<file path="config.mk">
export PLATFORM = sky130hd
export DESIGN_NAME = asm_nibble_serial_mac
export DESIGN_NICKNAME = d
export VERILOG_FILES = /design/src/rtl/asm_nibble_serial_mac.sv
export SDC_FILE = /design/constraint.sdc
export NUM_CORES = 1
export LEC_CHECK = 0
export BUFFER_PORTS_ARGS = -buffer_cell sky130_fd_sc_hd__buf_2
export CAP_MARGIN = 20
export CORE_MARGIN = 2
export CORE_UTILIZATION = 34
export CTS_CLUSTER_DIAMETER = 40
export DETAILED_ROUTE_END_ITERATION = 7
export GPL_ROUTABILITY_DRIVEN = 0
export PLACE_DENSITY = 0.56
export SKIP_CTS_REPAIR_TIMING = 1
export SLEW_MARGIN = 25
export SYNTH_ARGS = -nofsm -noshare
export SYNTH_HDL_FRONTEND = slang
export SYNTH_SLANG_ARGS = --single-unit
</file>
<file path="constraint.sdc">
create_clock -name clk -period 8 [get_ports clk]
set_clock_uncertainty 0.2 [all_clocks]
set_input_delay 0.4 -clock clk [delete_from_list [all_inputs] [get_ports clk]]
set_output_delay 0.4 -clock clk [all_outputs]
set_load 0.01 [all_outputs]
</file>
<file path="src/rtl/asm_nibble_serial_mac.sv">
// Nibble-serial approximate multiplier: walks A one nibble per clock, adding the
// matching precomputed odd multiple of B (shifted) into a 2*WIDTH accumulator.
module asm_nibble_serial_mac #(
  parameter int WIDTH = 32
) (
  input  logic               clk,
  input  logic               rst_n,
  input  logic               in_valid,
  output logic               in_ready,
  input  logic [WIDTH-1:0]   A,
  input  logic [WIDTH+2:0]   I1,
  input  logic [WIDTH+2:0]   I3,
  input  logic [WIDTH+2:0]   I5,
  input  logic [WIDTH+2:0]   I7,
  output logic               out_valid,
  input  logic               out_ready,
  output logic [2*WIDTH-1:0] P,
  output logic               approx
);

  localparam int NIBBLES      = WIDTH / 4;
  localparam int LOG2_NIBBLES = (NIBBLES > 1) ? $clog2(NIBBLES) : 1;
  localparam logic [LOG2_NIBBLES-1:0] LAST_IDX = LOG2_NIBBLES'(NIBBLES - 1);

  typedef enum logic [1:0] {IDLE, RUN, DONE} state_e;

  state_e                    state_q;
  logic [LOG2_NIBBLES-1:0]   idx_q;
  logic [WIDTH-1:0]          a_q;
  logic [WIDTH+2:0]          i1_q, i3_q, i5_q, i7_q;
  logic [2*WIDTH-1:0]        acc_q, acc_d;
  logic                      approx_acc_q, approx_acc_d;
  logic                      in_ready_q, out_valid_q;
  logic [2*WIDTH-1:0]        p_q;
  logic                      approx_q;

  logic [3:0]                nib, nib_eff;
  logic                      nib_apx;
  logic [1:0]                sel_code, shift;
  logic                      nz;
  logic [WIDTH+2:0]          sel;
  logic [LOG2_NIBBLES+2:0]   shamt;
  logic [2*WIDTH-1:0]        pp;

  // a_q is shifted right each RUN cycle, so the current nibble is always the low one.
  always_comb begin
    nib      = a_q[3:0];
    nib_apx  = nib[0] && (nib >= 4'd9);
    nib_eff  = nib_apx ? (nib - 4'd1) : nib;
    sel_code = 2'd0;
    shift    = 2'd0;
    nz       = 1'b1;
    case (nib_eff)
      4'd1:    shift = 2'd0;
      4'd2:    shift = 2'd1;
      4'd4:    shift = 2'd2;
      4'd8:    shift = 2'd3;
      4'd3:    sel_code = 2'd1;
      4'd6:    begin sel_code = 2'd1; shift = 2'd1; end
      4'd12:   begin sel_code = 2'd1; shift = 2'd2; end
      4'd5:    sel_code = 2'd2;
      4'd10:   begin sel_code = 2'd2; shift = 2'd1; end
      4'd7:    sel_code = 2'd3;
      4'd14:   begin sel_code = 2'd3; shift = 2'd1; end
      default: nz = 1'b0;
    endcase
  end

  always_comb begin
    case (sel_code)
      2'd0:    sel = i1_q;
      2'd1:    sel = i3_q;
      2'd2:    sel = i5_q;
      default: sel = i7_q;
    endcase
  end

  // Bits shifted past 2*WIDTH are always zero because the result never exceeds A*B.
  assign shamt        = {1'b0, idx_q, 2'b00} + {{(LOG2_NIBBLES + 1){1'b0}}, shift};
  assign pp           = nz ? ({{(WIDTH - 3){1'b0}}, sel} << shamt) : '0;
  assign acc_d        = acc_q + pp;
  assign approx_acc_d = approx_acc_q | nib_apx;

  always_ff @(posedge clk or negedge rst_n) begin
    if (!rst_n) begin
      state_q      <= IDLE;
      idx_q        <= '0;
      a_q          <= '0;
      i1_q         <= '0;
      i3_q         <= '0;
      i5_q         <= '0;
      i7_q         <= '0;
      acc_q        <= '0;
      approx_acc_q <= 1'b0;
      in_ready_q   <= 1'b0;
      out_valid_q  <= 1'b0;
      p_q          <= '0;
      approx_q     <= 1'b0;
    end else begin
      case (state_q)
        IDLE: begin
          in_ready_q <= 1'b1;
          if (in_valid && in_ready_q) begin
            state_q      <= RUN;
            in_ready_q   <= 1'b0;
            a_q          <= A;
            i1_q         <= I1;
            i3_q         <= I3;
            i5_q         <= I5;
            i7_q         <= I7;
            acc_q        <= '0;
            approx_acc_q <= 1'b0;
            idx_q        <= '0;
          end
        end
        RUN: begin
          a_q          <= {4'b0000, a_q[WIDTH-1:4]};
          acc_q        <= acc_d;
          approx_acc_q <= approx_acc_d;
          idx_q        <= idx_q + LOG2_NIBBLES'(1);
          if (idx_q == LAST_IDX) begin
            state_q     <= DONE;
            out_valid_q <= 1'b1;
            p_q         <= acc_d;
            approx_q    <= approx_acc_d;
          end
        end
        DONE: begin
          // in_ready comes back one cycle after the result handshake, never in it.
          if (out_ready) begin
            state_q     <= IDLE;
            out_valid_q <= 1'b0;
            in_ready_q  <= 1'b1;
          end
        end
        default: state_q <= IDLE;
      endcase
    end
  end

  assign in_ready  = in_ready_q;
  assign out_valid = out_valid_q;
  assign P         = p_q;
  assign approx    = approx_q;

endmodule

</file>
==> flow_summary.yaml, run 1 <==
timing:
  period_share_pct: 93.63
  relSlewSlack_pct: 31.26
  worst_hold_slack_ns: 0.1880
  worst_pin_slew_ns: 1.031
  min_period_ns: 7.491
  setup_ws_ns: 0.5094
  fmax_ghz: 0.1335
  finalSetupViolCount: 0
  slew_viol_final: 0
  rsz0062_at_grt: "no"
  setup-tns-final_ns: 0
  hold_viol: 0
clocking:
  numCtsBuffers: 53
  clock_path_buffers: 3
  clk_latency_ns: 0.59
  cts.clk_slew.worst_paths_ns: 0.06
  root_buffer: "clkbuf_16"
  htreeDepth: 2
  cts_tree: "built"
  cts_sinks: 309
logic_synthesis:
  syn_avg_cell_area_um2: 8.245
  synth_edf_count: 0
  synth_seq_area_share_pct: 41.08
  synth_flop_cell: "dfrtp_1"
  synthCells: 2283
  synth_nets: 2527
  synthArstFlopShare_pct: 100.0
  ys.warnings.count: 0
  netlist-cell-type-count: 84
  synth-seq-cells: 309
  syn_area_um2: 18820
layout:
  drive_gt1_share_pct: 15.65
  layout_common_cells: "nand2_1, dfrtp_1, buf_2"
  layout_commonest_cell: "nand2_1"
  n_fill_cell: 5327
  instances_no_fill: 3369
  areaGrowthSynthToFinish_pct: 28.52
  diodes: 0
  nNetsFinal: 2869
floorplanning:
  fp-row-count: 86
  io-pin-count: 243
  die_area_um2: 57260
  fp.dieH_um: 239.3
  fp.dieW_um: 239.3
  coreArea_um2: 54880
  initial_core_util_pct: 34.30
routing:
  wire_per_inst_um: 18.52
  drc_errors: 0
  viasPerCell: 5.365
  vias: 18074
  drtPass1Iterations: 5
  ant_nets: 0
  drt_iter0_markers: 1664
  wl_mm: 62.41
min_path:
  hold_class: "primary input to flop"
  hold_path_depth: 4
  hp-start: "in_valid"
  min_to: "a_q[30]"
setup_path:
  required_ns: 8.25
  worstRegToRegCells: 23
  worstReg2RegEnd: "P[62]"
  path_class: "flop to flop"
  setup.worst_path.start_class: "flop"
  cp-end-kind: "flop"
  cp.arrival_ns: 7.74
  cp_max_fo: 15
  r2r_start: "a_q[0]"
  regToRegSetupSlack_ns: 0.51
global_routing:
  grtUsageTotal_pct: 20.75
  antenna_found_initial: 0
  globalRoute.totalOverflow: 0
  grt_max_degree: 144
  grt_pass1_vias: 16820
  grt_pass1_wl_mm: 94.34
place:
  io_buffers: 242
  pre_cts_ws_ns: 0.5770
  placed_cells: 3099
  hpwl_mm: 44.59
outcome:
  status: "finished clean"
job:
  maxCapViolations: 0
-- synth_stat cells, drive strengths merged, types with 14 or more instances --
| library cell | instances | area share [%] |
|---|---|---|
| nor3 | 24 | 0.66 |
| nor2b | 14 | 0.47 |
| buf | 41 | 1.2 |
| o21ai | 176 | 4.7 |
| and2 | 15 | 0.50 |
| o211ai | 14 | 0.61 |
| xnor2 | 36 | 1.7 |
| nand4 | 26 | 0.86 |
| nand3 | 105 | 2.8 |
| and3 | 16 | 0.53 |
| o21bai | 14 | 0.56 |
| ha | 67 | 4.5 |
| nand2 | 675 | 13 |
| clkbuf | 114 | 2.3 |
| nor2 | 86 | 1.7 |
| a21oi | 108 | 2.9 |
| inv | 27 | 0.54 |
| a31oi | 17 | 0.56 |
| o22ai | 35 | 1.2 |
| xor2 | 22 | 1.0 |
| mux2i | 83 | 4.4 |
| a21o | 31 | 1.2 |
| dfrtp | 309 | 41 |
| a22oi | 37 | 1.5 |
| mux2 | 20 | 1.2 |
-- registers in the layout, summed over array words and instances, names as in the netlist --
| name | flops |
|---|---|
| a_q | 32 |
| idx_q | 3 |
| i3_q | 35 |
| i5_q | 35 |
| approx | 1 |
| out_valid | 1 |
| P | 64 |
| i7_q | 35 |
| approx_acc_q | 1 |
| acc_q | 64 |
| state_q | 2 |
| in_ready | 1 |
| i1_q | 35 |
-- final cells by class --
| cell class | instances | area, µm² | area share [%] |
|---|---|---|---|
| Inverter | 27 | 101.3 | 0.4189 |
| Sequential cell | 309 | 7735 | 31.97 |
| Clock buffer | 58 | 1375 | 5.684 |
| Tap cell | 704 | 880.8 | 3.641 |
| Multi-Input combinational cell | 1792 | 10410 | 43.04 |
| Timing Repair Buffer | 442 | 3223 | 13.32 |
| Clock inverter | 37 | 464.2 | 1.919 |
-- worst max path at each step --
stage	start	end	slack (ns)
2_1_floorplan	a_q[0]	acc_q[63]	2.10
3_3_place_gp	a_q[0]	P[47]	0.72
3_5_place_dp	a_q[0]	P[47]	0.58
4_1_cts	a_q[0]	P[47]	0.57
5_1_grt	a_q[0]	P[47]	0.10
6_report	a_q[0]	P[62]	0.51
-- worst max-delay path, cell delays in order, from the launching register on --
cell and delay, ns:
dfrtp_1 0.52, inv_1 0.17, ha_1 0.38, inv_1 0.09
o32a_4 0.43, o21ai_4 0.49, buf_4 0.30, nor2_1 0.20
o211ai_1 0.42, mux2i_1 0.16, mux2i_1 0.35, mux2i_1 0.17
mux2_2 0.34, o22ai_1 0.26, ha_1 0.36, nand4_1 0.24
or3_1 0.42, nor4_1 0.30, a41oi_1 0.20, o21ai_1 0.31
o21ai_1 0.24, o22a_1 0.29, and3_1 0.19, or3_1 0.33
-- cell families after synthesis --
family | count (synthesis) | share of synthesized area (%)
simple gates | 1005 | 22.71
compound gates | 556 | 19.08
flops | 309 | 41.08
buf+inv | 182 | 4.022
mux | 105 | 5.850
fa+ha+maj | 68 | 4.560
xor+xnor | 58 | 2.699
-- stage by stage --
| stage | instance area, µm² | util [%] |
|---|---|---|
| 2_1_floorplan | 18820 | - |
| 3_3_place_gp | 20560 | 37.46 |
| 3_5_place_dp | 20580 | 37.49 |
| 4_1_cts | 22420 | 40.85 |
| 5_1_grt | 24190 | 44.08 |
| 6_report | 24190 | 44.08 |
-- layer usage --
| metal | part of all wire (%) | vias to the layer above | track usage [%] |
|---|---|---|---|
| li1 | - | 8741 | - |
| met1 | 45 | 8576 | 29.26 |
| met2 | 46 | 656 | 32.47 |
| met3 | 6.9 | 101 | 3.653 |
| met4 | 2.7 | 0 | 6.136 |
| met5 | 0 | - | 0 |
Power of run 1 is not shown: default switching activity piles up to over one toggle a cycle in this logic, so the estimate is an artifact.
==> inputs of run 2 (changes only) <==
--- a/config.mk
+++ b/config.mk
@@ -13,6 +13,7 @@
 export DETAILED_ROUTE_END_ITERATION = 7
 export GPL_ROUTABILITY_DRIVEN = 0
 export PLACE_DENSITY = 0.56
+export RECOVER_POWER = 25
 export SKIP_CTS_REPAIR_TIMING = 1
 export SLEW_MARGIN = 25
 export SYNTH_ARGS = -nofsm -noshare
==> flow_summary.yaml, run 2 (synthesized netlist as in run 1, its figures left out) <==
place:
  io_buffers: 242
  hpwl_mm: 44.59
routing:
  drc_errors: 0
  wl_mm: 62.43
  drtPass1Iterations: 5
  wire_per_inst_um: 18.53
  drt_iter0_markers: 1596
  ant_nets: 0
  vias: 18086
  viasPerCell: 5.368
job:
  maxCapViolations: 2
clocking:
  numCtsBuffers: 53
  htreeDepth: 2
  cts_sinks: 309
  clk_latency_ns: 0.59
  cts.clk_slew.worst_paths_ns: 0.06
  cts_tree: "built"
  root_buffer: "clkbuf_16"
  clock_path_buffers: 3
setup_path:
  max_stage_delay_ns: 0.59
  cp_cell_sequence: "inv_1 -> ha_1 -> inv_1 -> o32a_4 -> o21ai_4 -> buf_4 -> nor2_1 -> o211ai_1 -> mux2i_1 -> mux2_2 -> mux2i_1 -> a21oi_1 -> nor2_1 -> ha_1 -> nand2_1 -> a2111o_1 -> o22ai_2 -> nand4_1 -> a211oi_1 -> o211ai_1 -> nand3_1 -> a21oi_1 -> or4_1 -> nand3_1"
  cp.arrival_ns: 7.78
  setup.worst_path.start_class: "flop"
  cp_max_fo: 15
  r2r_start: "a_q[0]"
  startpoint: "a_q[0]"
  cp-end-kind: "flop"
  worstRegToRegCells: 24
  worstReg2RegEnd: "acc_q[63]"
  cp-endpoint: "acc_q[63]"
  crit_path_top_delay_cell: "a211oi_1"
  required_ns: 8.32
  path_class: "flop to flop"
  regToRegSetupSlack_ns: 0.53
global_routing:
  grt_pass1_wl_mm: 94.34
  grtUsageTotal_pct: 20.75
  globalRoute.totalOverflow: 0
  grt_max_degree: 144
  grt_pass1_vias: 16820
  antenna_found_initial: 0
outcome:
  violations: "capacitance limit, slew limit"
  status: "finished with violations"
layout:
  n_fill_cell: 5350
  diodes: 0
  layout_commonest_cell: "nand2_1"
  layout_common_cells: "nand2_1, dfrtp_1, dlygate4sd3_1, buf_2, o21ai_0"
  areaGrowthSynthToFinish_pct: 27.88
  nNetsFinal: 2869
  drive_gt1_share_pct: 13.06
floorplanning:
  coreArea_um2: 54880
  die_area_um2: 57260
  fp.dieW_um: 239.3
  fp-row-count: 86
  fp.dieH_um: 239.3
  io-pin-count: 243
  initial_core_util_pct: 34.30
timing:
  worst_hold_slack_ns: 0.1638
  relSlewSlack_pct: -212.9
  min_period_ns: 7.468
  fmax_ghz: 0.1339
  rsz0062_at_grt: "no"
  slew_viol_final: 233
  hold_viol: 0
  finalSetupViolCount: 0
  period_share_pct: 93.35
  worst_pin_slew_ns: 4.693
  setup-tns-final_ns: 0
min_path:
  hold_class: "primary input to flop"
==> run 2: changes by cell type in the layout (fill, tap and decap cells not counted) <==
cell	change
clkbuf_1	+68
buf_2	-67
buf_12	-1
buf_8	-1
clkbuf_4	+1
nand3_1	+1
nand3_4	-1
==> run 2: worst min path at each step <==
stage | start | end | depth (start not counted) | slack (ns)
after floorplan | rst_n | P[0] | 0 | -0.1
after global placement | approx | approx | 2 | 0.25
after detailed placement | rst_n | i3_q[26] | 1 | 0.26
after CTS | rst_n | i3_q[24] | 1 | -0.37
after global routing | in_valid | a_q[28] | 4 | 0.18
final | in_valid | a_q[30] | 4 | 0.16
==> run 2: cell type report <==
type                       count  area (µm²)  area share [%]
clock buffer                  58        1375           5.712
clock inverter                37       464.2           1.928
inverter                      27       101.3          0.4210
multi-input combinational   1792       10400           43.20
sequential                   309        7735           32.13
tap                          704       880.8           3.659
timing repair buffer         442        3115           12.94
==> run 2: routing by layer <==
layer	vias up	part of all wire [%]	track usage (%)
met2	640	46	32.47
met1	8614	45	29.26
met3	99	6.4	3.653
met5	-	0	0
li1	8733	-	-
met4	0	2.7	6.136
==> run 2: per-stage QoR <==
stage	util, %	area [µm²]	instances	setup slack, ns
after floorplan	-	18820	2283	2.097
after global placement	37.46	20560	3098	0.7241
after detailed placement	37.49	20580	3099	0.5770
after CTS	40.85	22420	3194	0.5726
after global routing	43.86	24070	3369	0.1019
final	43.86	24070	3369	0.5318
==> run 2: worst max-delay path: cells and delay by family (launching register included) <==
kind	cells	cell delay (ns)
simple gates	7	1.54
buf+inv	3	0.56
fa+ha+maj	2	0.67
mux	3	0.77
compound gates	9	3.12
flops	1	0.53
Power of run 2 is left out for the same reason.
==> inputs of run 3 (changes only) <==
--- a/config.mk
+++ b/config.mk
@@ -5,9 +5,9 @@
 export SDC_FILE = /design/constraint.sdc
 export NUM_CORES = 1
 export LEC_CHECK = 0
+export ABC_CLOCK_PERIOD_IN_PS = 8000
 export BUFFER_PORTS_ARGS = -buffer_cell sky130_fd_sc_hd__buf_2
 export CAP_MARGIN = 20
-export CORE_MARGIN = 2
 export CORE_UTILIZATION = 34
 export CTS_CLUSTER_DIAMETER = 40
 export DETAILED_ROUTE_END_ITERATION = 7
==> constraint.sdc (replaced) <==
create_clock -name clk -period 8 [get_ports clk]
set_clock_uncertainty 0.2 [all_clocks]
set_input_delay 1.6 -clock clk [delete_from_list [all_inputs] [get_ports clk]]
set_output_delay 1.6 -clock clk [all_outputs]
set_load 0.01 [all_outputs]
==> flow_summary.yaml, run 3 (synthesized netlist as in run 1, its figures left out) <==
outcome:
  status: "finished with violations"
  violations: "capacitance limit, slew limit"
global_routing:
  grt_pass1_wl_mm: 96.00
  grt_pass1_vias: 17120
  grt_max_degree: 162
  globalRoute.totalOverflow: 0
  grtUsageTotal_pct: 21.32
  antenna_found_initial: 0
routing:
  viasPerCell: 5.452
  wl_mm: 60.14
  ant_nets: 0
  drt_iter0_markers: 1539
  top_layer: "met4"
  wire_per_inst_um: 18.84
  m1WireLength_mm: 27.14
  wl_met2_mm: 27.51
  drtPass1Iterations: 8
  met3_length_mm: 3.673
  drc_errors: 0
  vias: 17404
floorplanning:
  io-pin-count: 243
  coreArea_um2: 54240
  fp.dieW_um: 237.3
  initial_core_util_pct: 34.70
  fp-row-count: 85
  die_area_um2: 56310
  fp.dieH_um: 237.3
clocking:
  numCtsBuffers: 54
  cts_sinks: 309
  cts.clk_slew.worst_paths_ns: 0.06
  clock_path_buffers: 3
  clk_latency_ns: 0.60
  cts_tree: "built"
  htreeDepth: 2
  root_buffer: "clkbuf_16"
timing:
  worst_pin_slew_ns: 4.033
  min_period_ns: 7.340
  period_share_pct: 91.75
  fmax_ghz: 0.1362
  hold_viol: 0
  setup-tns-final_ns: 0
  setup_ws_ns: 0.6599
  finalSetupViolCount: 0
  rsz0062_at_grt: "no"
  slew_viol_final: 274
  relSlewSlack_pct: -168.8
place:
  io_buffers: 242
  placed_area_um2: 20550
  hpwl_mm: 44.88
  pre_cts_ws_ns: 0.7741
layout:
  areaGrowthSynthToFinish_pct: 18.57
  layout_common_cells: "nand2_1, dfrtp_1, buf_2"
  fin_area_um2: 22320
  diodes: 0
  nNetsFinal: 2695
  drive_gt1_share_pct: 16.47
  n_fill_cell: 5545
  layout_commonest_cell: "nand2_1"
min_path:
  hold_class: "flop to flop"
  hp-start: "P[23]"
  hold_path_depth: 2
  min_to: "P[23]"
setup_path:
  r2r_start: "a_q[0]"
  worstRegToRegCells: 23
  cp-end-kind: "flop"
  worstReg2RegEnd: "acc_q[63]"
  regToRegSetupSlack_ns: 0.66
  cp.arrival_ns: 7.65
  setup.worst_path.start_class: "flop"
  path_class: "flop to flop"
  required_ns: 8.31
  cp_max_fo: 25
job:
  maxCapViolations: 5
==> run 3: changes by cell type in the layout (fill, tap and decap cells not counted), moves of 2 or more <==
| cell | delta |
|---|---|
| buf_2 | +67 |
| buf_6 | -2 |
| bufinv_16 | -6 |
| clkbuf_1 | -62 |
| clkbuf_16 | +4 |
| clkinv_4 | +5 |
| clkinv_8 | -2 |
| clkinvlp_4 | -3 |
| dlygate4sd3_1 | -174 |
| inv_6 | -3 |
| inv_8 | +6 |
==> run 3: worst max path at each step <==
stage / from / to
detailed placement: a_q[0] / P[62]
CTS: a_q[0] / P[62]
floorplan: a_q[0] / acc_q[63]
finish: a_q[0] / acc_q[63]
global route: a_q[0] / P[62]
global placement: a_q[0] / P[62]
==> run 3: per-stage QoR <==
step | hold slack (ns) | utilization (%) | std cells
after floorplan | 0.2374 | - | 2283
after global routing | 0.2932 | 41.15 | 3192
after CTS | 0.2769 | 41.25 | 3192
after global placement | 0.2577 | 37.86 | 3090
final | 0.2697 | 41.15 | 3192
after detailed placement | 0.2631 | 37.89 | 3091
==> run 3: worst max-delay path, stage by stage (launching register included) <==
cell and delay (ns):
dfrtp_1 0.54, inv_1 0.17, ha_1 0.30, nand2b_1 0.21
a32oi_1 0.38, o21ai_4 0.25, nor2_1 0.66, o211ai_1 0.25
o21ai_0 0.36, mux2_2 0.27, mux2i_1 0.14, mux2i_1 0.29
o32ai_1 0.21, ha_1 0.45, and4_1 0.26, and3_1 0.19
nand4_1 0.10, o211a_1 0.15, a211oi_1 0.60, o211ai_1 0.25
nand3_1 0.21, a21oi_1 0.19, or4_1 0.53, nand3_1 0.10
==> run 3: area by class of cell <==
| type | count | area [µm²] | share of cell area [%] |
|---|---|---|---|
| clock inverter | 34 | 314.1 | 1.407 |
| timing repair buffer | 267 | 1416 | 6.346 |
| sequential | 309 | 7735 | 34.66 |
| inverter | 27 | 101.3 | 0.4541 |
| clock buffer | 67 | 1504 | 6.738 |
| multi-input combinational | 1792 | 10380 | 46.50 |
| tap | 696 | 870.8 | 3.902 |
==> run 3: layer usage <==
metal	vias to the layer above	global-route usage, %
met5	-	0
met4	0	6.979
met3	112	3.368
met2	590	33.75
met1	8309	29.66
li1	8393	-
Power of run 3 is left out for the same reason.
